**src/rtl/pipe_stage_buf_if.sv**
```systemverilog
// pipe_stage_buf_if: valid/ready payload channel carrying a pc and an instruction
interface pipe_stage_buf_if #(
  parameter int PC_W    = 32,
  parameter int INSTR_W = 32
);
  logic               valid;
  logic               ready;
  logic [PC_W-1:0]    pc;
  logic [INSTR_W-1:0] instr;
  modport master (output valid, pc, instr, input ready);
  modport slave  (input valid, pc, instr, output ready);
endinterface

```
**src/rtl/pipe_stage_buf.sv**
```systemverilog
// pipe_stage_buf: registered pipeline stage with valid/ready handshake and one-entry skid buffer
module pipe_stage_buf #(
  parameter int                 PC_W    = 32,
  parameter int                 INSTR_W = 32,
  parameter logic [INSTR_W-1:0] NOP     = 32'h20080000
) (
  input  logic              clock,
  input  logic              reset,
  input  logic              flush,
  pipe_stage_buf_if.slave   up,
  pipe_stage_buf_if.master  dn,
  output logic [1:0]        occupancy
);
  localparam logic [1:0] EMPTY = 2'd0;
  localparam logic [1:0] ONE   = 2'd1;
  localparam logic [1:0] FULL  = 2'd2;
  logic [1:0]         state, nxt;
  logic               rdy, acc, dep, load_in, load_skid, unskid;
  logic [PC_W-1:0]    main_pc, skid_pc;
  logic [INSTR_W-1:0] main_instr, skid_instr;
  assign acc       = up.valid & rdy;
  assign dep       = (state != EMPTY) & dn.ready;
  assign load_in   = acc & ((state == EMPTY) | dep);
  assign load_skid = acc & ~dep & (state == ONE);
  assign unskid    = dep & (state == FULL);
  // next occupancy; flush overrides every handshake
  always_comb begin
    nxt = flush ? EMPTY :
          (state == EMPTY) ? (acc ? ONE : EMPTY) :
          (state == ONE)   ? ((acc & ~dep) ? FULL : (~acc & dep) ? EMPTY : ONE) :
          (dep ? ONE : FULL);
  end
  // occupancy and a registered ready so stalls never ripple upstream combinationally
  always_ff @(posedge clock or negedge reset) begin
    if (!reset) begin
      state <= EMPTY;
      rdy   <= 1'b1;
    end else begin
      state <= nxt;
      rdy   <= (nxt != FULL);
    end
  end
  // main register: always the oldest beat; instr parks at NOP whenever the stage drains
  always_ff @(posedge clock or negedge reset) begin
    if (!reset) begin
      main_pc    <= '0;
      main_instr <= NOP;
    end else if (flush || nxt == EMPTY) begin
      main_instr <= NOP;
    end else if (load_in) begin
      main_pc    <= up.pc;
      main_instr <= up.instr;
    end else if (unskid) begin
      main_pc    <= skid_pc;
      main_instr <= skid_instr;
    end
  end
  // skid register: catches the beat accepted while downstream stalls
  always_ff @(posedge clock or negedge reset) begin
    if (!reset) begin
      skid_pc    <= '0;
      skid_instr <= NOP;
    end else if (flush) begin
      skid_instr <= NOP;
    end else if (load_skid) begin
      skid_pc    <= up.pc;
      skid_instr <= up.instr;
    end
  end
  assign up.ready  = rdy;
  assign dn.valid  = (state != EMPTY);
  assign dn.pc     = main_pc;
  assign dn.instr  = main_instr;
  assign occupancy = state;
endmodule

```
**src/flat_wrapper.sv**
```systemverilog
// flat-port wrapper written by rule: the top's interface ports become plain ports
module pipe_stage_buf_flat 
#(
  parameter int                 PC_W    = 32,
  parameter int                 INSTR_W = 32,
  parameter logic [INSTR_W-1:0] NOP     = 32'h20080000
)
  (clock, reset, flush, occupancy, up_valid, up_pc, up_instr, up_ready, dn_valid, dn_pc, dn_instr, dn_ready);
  pipe_stage_buf_if #(.PC_W(PC_W), .INSTR_W(INSTR_W)) up_i ();
  pipe_stage_buf_if #(.PC_W(PC_W), .INSTR_W(INSTR_W)) dn_i ();
  input  logic clock;
  input  logic reset;
  input  logic flush;
  output logic [1:0] occupancy;
  input wire logic [$bits(up_i.valid)-1:0] up_valid;
  input wire logic [$bits(up_i.pc)-1:0] up_pc;
  input wire logic [$bits(up_i.instr)-1:0] up_instr;
  output wire logic [$bits(up_i.ready)-1:0] up_ready;
  output wire logic [$bits(dn_i.valid)-1:0] dn_valid;
  output wire logic [$bits(dn_i.pc)-1:0] dn_pc;
  output wire logic [$bits(dn_i.instr)-1:0] dn_instr;
  input wire logic [$bits(dn_i.ready)-1:0] dn_ready;
  assign up_i.valid = up_valid;
  assign up_i.pc = up_pc;
  assign up_i.instr = up_instr;
  assign up_ready = up_i.ready;
  assign dn_valid = dn_i.valid;
  assign dn_pc = dn_i.pc;
  assign dn_instr = dn_i.instr;
  assign dn_i.ready = dn_ready;
  pipe_stage_buf #(.PC_W(PC_W), .INSTR_W(INSTR_W), .NOP(NOP)) u_core (.clock(clock), .reset(reset), .flush(flush), .up(up_i), .dn(dn_i), .occupancy(occupancy));
endmodule
```
**config.mk**
```make
export PLATFORM = sky130hd
export DESIGN_NAME = pipe_stage_buf_flat
export DESIGN_NICKNAME = d
export VERILOG_FILES = /design/src/rtl/pipe_stage_buf_if.sv /design/src/rtl/pipe_stage_buf.sv /design/src/flat_wrapper.sv
export SDC_FILE = /design/constraint.sdc
export NUM_CORES = 1
export LEC_CHECK = 0
export CAP_MARGIN = 10
export CORE_UTILIZATION = 45
export CTS_CLUSTER_DIAMETER = 150
export DETAILED_ROUTE_END_ITERATION = 7
export GPL_TIMING_DRIVEN = 1
export PLACE_DENSITY = 0.78
export SLEW_MARGIN = 30
export SYNTH_ARGS = -nofsm -noshare
export SYNTH_HDL_FRONTEND = slang
export SYNTH_SLANG_ARGS = --single-unit
export TNS_END_PERCENT = 10
```
**constraint.sdc**
```tcl
create_clock -name clock -period 2.5 [get_ports clock]
set_clock_uncertainty 0.15 [all_clocks]
set_input_delay 0.25 -clock clock [delete_from_list [all_inputs] [get_ports clock]]
set_output_delay 0.25 -clock clock [all_outputs]
set_load 0.03 [all_outputs]
```
==> reports/qor.txt <==
setup slack after layout: 342 ps
core area: 0.0126 mm²
FF+latch count, synth: 131
Die Span Y: 116 µm
nature of the critical path startpoint: flop
total track usage: 0.203
critical path capture point type: output port
antenna cells: 0
status: complete, no violations
Synth Flop Type: dfrtp_1
Starting Density: 0.460
area post-placement: 0.00736 mm²
largest stage delay on the critical path: 660 ps
register area share after synthesis: 0.565
Synth Net Count: 449
top cells by area, synth: dfrtp_1 54%, mux2_4 11%, mux2_2 10%, mux2i_1 5.2%, a22o_1 4.5%
VDD IR max: 491 µV
I/O pin cnt: 137
die area: 0.0134 mm²
DRC: 0
WP buf/inv: 1
synth warn: 0
Post-synth EDFFs: 0
crit-path max FO: 9
WP data arrival: 1760 ps
Cells on Worst Hold Path: 3
Critical Path RT: 2100 ps
Reg-to-Reg End: u_core.dn.pc[15]
DR iter-0 viols: 203
PD cells: 865 mW/mm²
Yosys cell types: 36
Skew-Pair Late Insertion Delay: 410 ps
Top Family by Delay on Critical Path: buffers and inverters
clock period minus worst slack: 2160 ps
Post-CTS Resized: 0
TritonCTS buffer count: 17
CP max-delay cell: clkdlybuf4s50_1
max_cap viols: 0
final WL: 12700 µm
pre-CTS WS: 148 ps
Cells after Synth: 380
Root Driver: clkbuf_16
Async SR Flop Fraction: 1.00
Die X-Extent: 116 µm
first-pass GRT wire length: 20500 µm
count leader, synth: dfrtp_1
htree depth: 4
setup TNS: 0 ps
NumNets Final: 594
Avg Cell Area, Syn: 15.3 µm²
R2R depth: 5
Post-Syn Area: 0.00581 mm²
RSZ-0062 raised after global routing: no
CP Cell Sequence: or2_1 > clkdlybuf4s50_1
hold_ws: 237 ps
measured slew at the worst slew-check pin: 584 ps
HP Start: up_instr[29]
global route overflow: 0
row count: 41
Fmax achieved: 0.463 GHz
Slew Limit Fails: 0
R2R Setup Slk: 410 ps
I/O Buffers: 136
largest net degree at the start of global routing: 46
vias in the first global route: 3951
Synth top cells by count: 126 x dfrtp_1, 54 x mux2_2, 42 x mux2_4
initial antenna violation count: 0
fin crit share: 0.863
Hold/Removal Path Class: input pin to flop
Yosys top cell area share: 0.543
Layout Area Growth over Synthesis: 36.9%
Clock Path Buffers: 2
Slew headroom: 0.611
via/cell ratio: 5.29
routed vias: 3757
reg2reg start: u_core.up.ready
Detail Placement HPWL: 8400 µm
Hold Path End: u_core.skid_instr[29]
global placer's final weighted congestion: 0.739
leakage: 3.51 nW
layout cells sized above 1: 0.296
# setup viols final: 0
final instance area: 0.00796 mm²
Synth area leader: dfrtp_1
CP Class: flop to output port
CTS tree: built
# fillers: 975
post-route ant nets: 0
TritonRoute pass-1 iters: 4
WL/cell: 17.8 µm
CTS clk-pin slew, worst paths: 60 ps
Hold Fails Final Rpt: 0
CTS sink count: 131
## flip-flops by register name, indices dropped and copies added, names as in the netlist
name and flops:
u_core.dn.pc 32, u_core.skid_pc 32, u_core.dn.instr 32, u_core.skid_instr 32, u_core.up.ready 1, u_core.occupancy 2
## where the power goes
group	switching (mW)	leakage, nW	internal, mW
clock network	0.955	0.270	1.48
logic	0.810	1.54	0.962
registers	0.198	1.70	2.48
total	1.96	3.51	4.92
## per-layer routing
layer / GRT usage / vias to the layer above / part of all wire
li1: - / 1702 / -
met1: 0.271 / 1933 / 0.46
met2: 0.315 / 111 / 0.48
met3: 0.0685 / 11 / 0.057
met4: 0.0573 / 0 / 0.0081
met5: 0 / - / 0
## repair_timing
item                      in CTS  in global routing
setup buffers                  0                  0
hold buffers                   1                  0
hold endpoints to repair      37                  0
## metrics by stage
stage,util,instances,power (mW)
4_1_cts,0.630,710,6.95
3_3_place_gp,0.583,677,4.43
5_1_grt,0.630,710,7.19
2_1_floorplan,-,380,3.79
3_5_place_dp,0.583,677,4.50
6_report,0.630,710,6.88
## cells in the final DEF, fill, tap and decap left out, types with 12 or more instances in the layout
cell type / synthesis / layout
clkbuf_16: 0 / 17
o2bb2ai_1: 30 / 30
mux2_2: 54 / 54
dfrtp_1: 126 / 126
mux2_4: 42 / 42
buf_4: 3 / 12
mux2i_1: 30 / 30
a22o_1: 30 / 30
clkdlybuf4s50_1: 0 / 135
## worst max-delay path by stage
stage / start / end / cells past startpoint
finish: u_core.occupancy[0] / dn_valid / 2
global route: u_core.occupancy[0] / dn_valid / 2
CTS: u_core.occupancy[0] / dn_valid / 2
detailed placement: dn_ready / u_core.dn.pc[15] / 6
global placement: dn_ready / u_core.dn.pc[21] / 6
floorplan: u_core.occupancy[1] / u_core.dn.pc[10] / 5
## cell type report
type,count,area [µm²],share of cell area
inverter,5,18.8,0.00236
clock buffer,18,429,0.0539
timing repair buffer,153,1550,0.195
sequential,131,3280,0.413
clock inverter,14,155,0.0195
multi-input combinational,217,2300,0.289
tap,172,215,0.0271
## kinds of logic after synthesis
kind of cell,synth area share
flops,0.565
mux,0.265
compound gates,0.110
buf+inv,0.0426
simple gates,0.0174
## tightest hold or removal path: stages
cell and delay (ps):
clkdlybuf4s50_1 390, inv_1 80, a21oi_1 70
Power figures use the tool's default switching activity.
